## config.mk

```make
export PLATFORM = sky130hd
export DESIGN_NAME = cpu_sequencer
export DESIGN_NICKNAME = d
export VERILOG_FILES = /design/src/rtl/cpu_pkg.sv /design/src/rtl/cpu_branch_unit.sv /design/src/rtl/cpu_sequencer.sv
export SDC_FILE = /design/constraint.sdc
export NUM_CORES = 1
export LEC_CHECK = 0
export BUFFER_PORTS_ARGS = -buffer_cell sky130_fd_sc_hd__buf_2
export CAP_MARGIN = 25
export CORE_UTILIZATION = 49
export CTS_BUF_LIST = sky130_fd_sc_hd__clkbuf_8
export DETAILED_ROUTE_END_ITERATION = 10
export PLACE_DENSITY = 0.81
export REMOVE_ABC_BUFFERS = 1
export SYNTH_ARGS = -nofsm -noshare
export SYNTH_HDL_FRONTEND = slang
export SYNTH_SLANG_ARGS = --single-unit
export TNS_END_PERCENT = 50
```

## constraint.sdc

```tcl
create_clock -name clk -period 2.4 [get_ports clk]
set_clock_uncertainty 0.1 [all_clocks]
set_input_delay 0.6 -clock clk [delete_from_list [all_inputs] [get_ports clk]]
set_output_delay 0.6 -clock clk [all_outputs]
set_load 0.02 [all_outputs]
```

## src/rtl/cpu_pkg.sv

```systemverilog
// Shared constants for the multi-cycle CPU control sequencer: widths, opcodes and
// the sequencer state encoding.
package cpu_pkg;

   localparam int unsigned PC_W   = 10;
   localparam int unsigned DATA_W = 19;

   localparam logic [4:0] OP_BEQ  = 5'h10;
   localparam logic [4:0] OP_BNE  = 5'h11;
   localparam logic [4:0] OP_JMP  = 5'h12;
   localparam logic [4:0] OP_HALT = 5'h1F;

   typedef enum logic [2:0] {
      StFetch  = 3'd0,
      StDecode = 3'd1,
      StExec   = 3'd2,
      StMem    = 3'd3,
      StWb     = 3'd4,
      StHalt   = 3'd5
   } state_e;

   // Branch and jump opcodes complete in EXEC; HALT is handled separately.
   function automatic logic is_flow_op(input logic [4:0] op);
      return (op == OP_BEQ) || (op == OP_BNE) || (op == OP_JMP);
   endfunction

endpackage

```

## src/rtl/cpu_branch_unit.sv

```systemverilog
// Combinational branch resolution: decides whether a BEQ/BNE/JMP is taken and
// produces the next PC for control-flow instructions.
module cpu_branch_unit #(
   parameter int unsigned PC_W   = 10,
   parameter int unsigned DATA_W = 19
) (
   input  logic [PC_W-1:0]   i_pc,
   input  logic [DATA_W-1:0] i_ir,
   input  logic              i_zero,
   output logic              o_is_flow,
   output logic              o_taken,
   output logic [PC_W-1:0]   o_pc_inc,
   output logic [PC_W-1:0]   o_flow_pc
);
   import cpu_pkg::*;

   logic [4:0]      w_op;
   logic [PC_W-1:0] w_imm;
   logic [PC_W-1:0] w_rel_target;
   logic [PC_W-1:0] w_target;

   assign w_op     = i_ir[DATA_W-1 -: 5];
   assign w_imm    = {{(PC_W-6){i_ir[5]}}, i_ir[5:0]};
   // All PC arithmetic is modulo 2^PC_W, so 1023 + 1 wraps to 0.
   assign o_pc_inc     = i_pc + PC_W'(1);
   assign w_rel_target = o_pc_inc + w_imm;
   assign o_is_flow    = is_flow_op(w_op);

   always_comb begin
      o_taken  = 1'b0;
      w_target = w_rel_target;
      if (w_op == OP_BEQ) begin
         o_taken = i_zero;
      end else if (w_op == OP_BNE) begin
         o_taken = ~i_zero;
      end else if (w_op == OP_JMP) begin
         o_taken  = 1'b1;
         w_target = i_ir[PC_W-1:0];
      end
   end

   assign o_flow_pc = o_taken ? w_target : o_pc_inc;

endmodule

```

## src/rtl/cpu_sequencer.sv

```systemverilog
// Multi-cycle FETCH/DECODE/EXEC/MEM/WB control sequencer: owns PC, IR and the
// retired counter, and gates register-file and RAM strobes once per instruction.
module cpu_sequencer #(
   parameter int unsigned PC_W   = 10,
   parameter int unsigned DATA_W = 19,
   parameter int unsigned CNT_W  = 16
) (
   input  logic              clk,
   input  logic              reset,
   input  logic              run,
   input  logic [DATA_W-1:0] rom_dout,
   input  logic              zero,
   input  logic              cu_reg_write,
   input  logic              cu_mem_read,
   input  logic              cu_mem_write,
   output logic [PC_W-1:0]   pc,
   output logic [DATA_W-1:0] ir,
   output logic              rf_we,
   output logic              ram_en,
   output logic              ram_we,
   output logic              halted,
   output logic [2:0]        state_out,
   output logic [CNT_W-1:0]  retired
);
   import cpu_pkg::*;

   state_e            r_state;
   state_e            w_state_nxt;
   logic [PC_W-1:0]   r_pc;
   logic [PC_W-1:0]   w_pc_nxt;
   logic [DATA_W-1:0] r_ir;
   logic [DATA_W-1:0] w_ir_nxt;
   logic [CNT_W-1:0]  r_retired;
   logic              w_retire;

   logic [4:0]        w_op;
   logic              w_is_flow;
   logic              w_taken;
   logic [PC_W-1:0]   w_pc_inc;
   logic [PC_W-1:0]   w_flow_pc;

   logic              w_rf_we;
   logic              w_ram_en;
   logic              w_ram_we;
   logic              w_halted;

   assign w_op = r_ir[DATA_W-1 -: 5];

   cpu_branch_unit #(
      .PC_W   (PC_W),
      .DATA_W (DATA_W)
   ) u_branch (
      .i_pc      (r_pc),
      .i_ir      (r_ir),
      .i_zero    (zero),
      .o_is_flow (w_is_flow),
      .o_taken   (w_taken),
      .o_pc_inc  (w_pc_inc),
      .o_flow_pc (w_flow_pc)
   );

   always_ff @(posedge clk or posedge reset) begin
      if (reset) begin
         r_state   <= StFetch;
         r_pc      <= '0;
         r_ir      <= '0;
         r_retired <= '0;
      end else begin
         r_state <= w_state_nxt;
         r_pc    <= w_pc_nxt;
         r_ir    <= w_ir_nxt;
         if (w_retire) begin
            r_retired <= r_retired + CNT_W'(1);
         end
      end
   end

   // Strobes depend only on the state register and the IR-derived cu_* flags,
   // so zero never reaches an output combinationally.
   always_comb begin
      w_state_nxt = r_state;
      w_pc_nxt    = r_pc;
      w_ir_nxt    = r_ir;
      w_rf_we     = 1'b0;
      w_ram_en    = 1'b0;
      w_ram_we    = 1'b0;
      w_halted    = 1'b0;
      unique case (r_state)
         StFetch: begin
            if (run) begin
               w_state_nxt = StDecode;
            end
         end
         StDecode: begin
            w_ir_nxt    = rom_dout;
            w_state_nxt = StExec;
         end
         StExec: begin
            if (w_op == OP_HALT) begin
               w_state_nxt = StHalt;
            end else if (w_is_flow) begin
               w_pc_nxt    = w_flow_pc;
               w_state_nxt = StFetch;
            end else if (cu_mem_read || cu_mem_write) begin
               w_state_nxt = StMem;
            end else if (cu_reg_write) begin
               w_state_nxt = StWb;
            end else begin
               w_pc_nxt    = w_pc_inc;
               w_state_nxt = StFetch;
            end
         end
         StMem: begin
            w_ram_en = 1'b1;
            w_ram_we = cu_mem_write;
            // A store wins over a simultaneous load and skips write-back.
            if (cu_mem_write) begin
               w_pc_nxt    = w_pc_inc;
               w_state_nxt = StFetch;
            end else begin
               w_state_nxt = StWb;
            end
         end
         StWb: begin
            w_rf_we     = cu_reg_write;
            w_pc_nxt    = w_pc_inc;
            w_state_nxt = StFetch;
         end
         StHalt: begin
            w_halted = 1'b1;
         end
         default: begin
            w_state_nxt = StFetch;
         end
      endcase
   end

   assign w_retire = ((r_state != StFetch) && (w_state_nxt == StFetch)) ||
                     ((r_state != StHalt)  && (w_state_nxt == StHalt));

   assign pc        = r_pc;
   assign ir        = r_ir;
   assign rf_we     = w_rf_we;
   assign ram_en    = w_ram_en;
   assign ram_we    = w_ram_we;
   assign halted    = w_halted;
   assign state_out = r_state;
   assign retired   = r_retired;

endmodule
```

; Word-level counts from Yosys, hierarchy flattened
; Index checks and enable logic that the tools add are counted.
[totals]
wordCells = 58
register_bits = 48
inputBits = 26
out_inout_bits = 52
[classes]
n_eq_ne = 15
n_bitwise = 1
n_reduce_logical = 11
mux = 24
addsub = 3
[op_table]
columns = op, count
row1 = $mux 10, 9
row2 = $pmux 10 s3, 1
row3 = $eq 5x5->1 const B, 4
row4 = $mux 3, 6
row5 = $add 16x1->16 const B, 1
row6 = $pmux 3 s5, 1
row7 = $add 10x1->10 const B, 1
row8 = $add 10x10->10, 1
row9 = $eq 3x3->1 const B, 3
row10 = $mux 1, 7
row11 = $eq 3x2->1 const B, 2
row12 = $logic_not 3->1, 2
row13 = $ne 3x2->1 const B, 2
row14 = $reduce_bool 3->1, 2
row15 = $reduce_and 5->1, 1
row16 = $logic_or 1x1->1, 4
row17 = $ne 2x2->1 const B, 2
row18 = $eq 3x1->1 const B, 1
row19 = $ne 3x3->1 const B, 1
row20 = $logic_and 1x1->1, 2
row21 = $not 1->1, 1

; Longest topological paths before layout
[logic_depth]
word_depth = 9
ltp_mapped = 12
depth_no_buf = 12

; By module
; Synthesis repeated with hierarchy kept, for this count alone.
[hier_totals]
hier_cells = 297
hier_area_um2 = 2994.1
[modules_own_cells]
columns = module, instances, area_per_inst_um2, cells_each, seq_area_each_um2
row1 = cpu_sequencer, 1, 2244.7, 189, 1201.2
row2 = cpu_branch_unit, 1, 749.5, 108, 0.0

; Worst setup path after synthesis
; Ideal clock, no wire load.
[synth_path]
kind = register -> register
start = register r_pc[0], in the netlist pc[0]
end = register r_pc[7], in the netlist pc[7]
period_less_slack_ps = 2625
path_stages_with_launch = 13
t_arrival_ps = 2398
path_slack_ps = -225
setup_time_ps = 128
required_time_ps = 2172
n_path_buf = 0
path_cell_list = dfrtp_1 -> ha_1 -> and3_1 -> nand3_1 -> xnor2_1 -> ha_1 -> a21oi_1 -> nand2b_1 -> o32ai_1 -> xor2_1 -> o21ai_0 -> mux2i_1 -> o21ai_0
[synth_between]
elab_chain_cells = 9
elab_cells_between_ends = 12
classes_between = 2 x add/sub / 10 x mux
[synth_lines]
columns = element, line
row1 = start: declaration, cpu_sequencer.sv:29  ; logic [PC_W-1:0] r_pc;
row2 = start signal: assignment, cpu_sequencer.sv:70  ; r_pc <= w_pc_nxt;
row3 = $add 10x1->10 *, cpu_branch_unit.sv:25  ; assign o_pc_inc = i_pc + PC_W'(1);
row4 = $add 10x10->10, cpu_branch_unit.sv:26  ; assign w_rel_target = o_pc_inc + w_imm;
row5 = $mux 10, cpu_branch_unit.sv:36  ; end else if (w_op == OP_JMP) begin
row6 = $mux 10, cpu_branch_unit.sv:34  ; end else if (w_op == OP_BNE) begin
row7 = $mux 10, cpu_branch_unit.sv:32  ; if (w_op == OP_BEQ) begin
row8 = $mux 10, cpu_branch_unit.sv:42  ; assign o_flow_pc = o_taken ? w_target : o_pc_inc;
row9 = $mux 10, cpu_sequencer.sv:101  ; end else if (w_is_flow) begin
row10 = $mux 10, cpu_sequencer.sv:99  ; if (w_op == OP_HALT) begin
row11 = $pmux 10 s3 *, cpu_sequencer.sv:88  ; unique case (r_state)
; Mark *: on every way between the ends. The rest lies on a longest branch, timed or not. The select of a mux whose other input is x is not followed.
; A chain may end at the register's enable or synchronous reset.

; Worst setup path in the final report
[layout_path]
start = register r_pc[0], in the netlist pc[0]
end = register r_pc[9], in the netlist pc[9]
; Same word-level chain as after synthesis.

==> out/metrics.cfg <==
[synthesis]
synth_xor_area_frac = 0.0932
synth_top_family_by_area = simple AND/OR/NAND/NOR gates
yosysWarnings = 0
synth_edf_count = 0
synth_largest_area_cell = dfrtp_1
yosys.area_share.simple = 0.187
synth_ff_type = dfrtp_1
synth_fa_ha_area_frac = 0.0541
synthTopCellsByArea = dfrtp_1, mux2_2, xnor2_1
syn_inst = 287
muxShareOfSynthArea = 0.104
synth_cell_type_count = 58
ys_seq_area_frac = 0.412
ys_seq_elements = 48
synth_compound_area_frac = 0.120
yosysTopAreaCellShare = 0.412
synthArstFlopShare = 1.00
synth_area_per_cell_sq_um = 10.1
synth_area_sq_um = 2910

[sta]
period_minus_slack_ns = 2.53
worst_slack_ns = -0.128
setup_violations = 5
grt_setup_unrepaired = true
fmax_ghz = 0.396
drv_slew = 0
finalHoldViolCount = 0
max_slew_margin = 0.634
post-route-period-util = 1.05
max_slew.worst_pin.slew_ns = 0.545

[pwr]
power.density_nw_per_um2 = 1560
total_power_w = 0.00620
power.leakage_nw = 1.86
max-vdd-ir-drop_mv = 1.00

[cts]
cts_buffers = 5
ctsLongestPathBuffers = 2
clk_latency_ns = 0.30
clkSinkCount = 48
path_clk_slew_ns = 0.09
cts_max_level = 2
cts-root-buf = clkbuf_8
cts_tree = built

[setup_path]
r2r_setup_slack_ns = -0.13
crit_path_start = pc[0]
crit-reg2reg-launch = pc[0]
cp_max_fo = 3
slowest_delay_ns = 0.43
cp_data_required_time_ns = 2.53
arrival_ns = 2.65
path_cells = ha_4 -> and3_4 -> and3_4 -> xnor2_2 -> ha_1 -> a21oi_1 -> o21ai_1 -> a21oi_2 -> xnor2_1 -> mux2i_1 -> o211ai_1
cpMostUsedCell = and3_4
end_kind = flop
slowest_stage = dfrtp_1
setup.worst_path.class = flop to flop
crit_path_start_kind = flop

[cells_and_area]
multi_input_area_sq_um = 1860
nNetsFinal = 435
fill_cells = 406
layout_commonest_cell = buf_2
final_cell_mix = buf_2, dfrtp_1, buf_4
drive_gt1_frac = 0.465
postLayoutCellArea_sq_um = 3980
syn_to_final_growth_pct = 36.7
fin_cells = 470
antennaDiodeCount = 0
register_area_sq_um = 1200

[placed_design]
post-place-ws_ns = -0.252
placed_area_sq_um = 3590
portBuffers = 77
place.gp.congestion = 0.878
dpl.cell_count = 457
hpwl_um = 5290

[grt]
antenna_found_initial = 0
grt_max_degree = 28
grt_remaining_overflow = 0
grt.total_usage = 0.240
grt_pass1_wl_um = 11700
grt_pass1_vias = 2603

[route]
num_vias = 2611
postRouteAntennaNets = 0
route.met3.wl_um = 363
via_per_inst = 5.56
dr.pass1.iters = 4
totalWireLength_um = 7710
m1WireLength_um = 3190
dr_wl_met2_um = 4010
drc = 0
drtIter0Drc = 130
post_drt_wl_per_cell_um = 16.4
maxUsedRoutingLayer = met4

[floorplan]
coreArea_sq_um = 5610
dieArea_sq_um = 6260
die_h_um = 79.1
num_rows = 27
ios = 78
initial_utilization = 0.519
die_w_um = 79.1

[run_status]
violations = negative setup slack
status = complete, but fails checks

[flow_run]
maxCapViolCount = 0

[worst_hold_path]
hp-class = input pin to async pin

## worst max-delay path, delay by kind of cell, from the launching register on
kind,cells,cell delay (ns)
multiplexers,1,0.09
XOR/XNOR,2,0.29
AO/OA/AOI/OAI,4,0.63
adder cells (fa/ha/maj),2,0.53
flip-flops,1,0.43
AND/OR/NAND/NOR,2,0.39
## final cells by class
class,count,area share
Clock buffer,5,0.0173
Clock inverter,3,0.0119
Inverter,10,0.00943
Multi-Input combinational cell,220,0.466
Sequential cell,48,0.302
Tap cell,72,0.0226
Timing Repair Buffer,112,0.171
## per-layer routing
metal	track usage	vias to the layer above
met5	0	-
li1	-	1247
met3	0.0437	13
met1	0.291	1256
met2	0.421	95
met4	0.0891	0
## registers in the layout, indices dropped and copies added, names as in the netlist
signal	flops
retired	16
state_out	3
pc	10
ir	19
## what timing repair did
| action | 4_1_cts | 5_1_grt |
|---|---|---|
| setup buffers | 3 | 2 |
| hold buffers | 0 | 0 |
| gates cloned | 0 | 0 |
| pin swaps | 10 | 17 |
| hold endpoints to repair | 0 | 0 |
| resized for setup | 23 | 23 |
| setup endpoints to repair | 7 | 12 |
## cell families (layout without fill, tap and decap cells)
logic type | count (synthesis) | count (layout)
AOI/OAI and AO/OA | 55 | 55
buffers and inverters | 19 | 130
DFF | 48 | 48
and+or+nand+nor | 95 | 95
adders and majority gates | 12 | 12
muxes | 27 | 27
xor gates and xnor gates | 31 | 31
## per-stage QoR
stage                      util  hold WS (ns)  TNS (ns)
after detailed placement  0.641         0.388     -3.00
after CTS                 0.685         0.216    -0.147
after floorplan               -         0.482    -0.423
final                     0.710         0.205    -0.251
after global placement    0.641         0.360     -1.95
after global routing      0.710         0.231    -0.942
## power by group
| group | switching [W] | internal [W] |
|---|---|---|
| combinational | 0.00221 | 0.00192 |
| sequential | 0.000357 | 0.00112 |
| clock | 0.000284 | 0.000314 |
## worst paths after layout
check / to / cells past startpoint
setup reg to reg: pc[9] / 11
setup / recovery: pc[9] / 11
hold reg to reg: retired[15] / 1
hold / removal: ir[13] / 2
min in group clk: retired[15] / 1
max in group asynchronous: state_out[0] / 3
## synthesized netlist by cell type (3+ instances only)
master / instances
nor3_1: 7
mux2i_1: 6
o211ai_1: 3
a21oi_1: 10
clkbuf_1: 3
buf_2: 4
nor2_1: 8
a211oi_1: 3
or3_1: 3
mux2_2: 19
nand3_1: 14
inv_1: 10
a21o_1: 3
xnor2_1: 20
o21ai_0: 20
and3_1: 7
nor2b_1: 3
a31oi_1: 3
nand2b_1: 3
ha_1: 11
nand2_1: 25
dfrtp_1: 48
xor2_1: 11
o21a_1: 3
and2_1: 3
No activity file was read; power rests on OpenSTA's default activity.
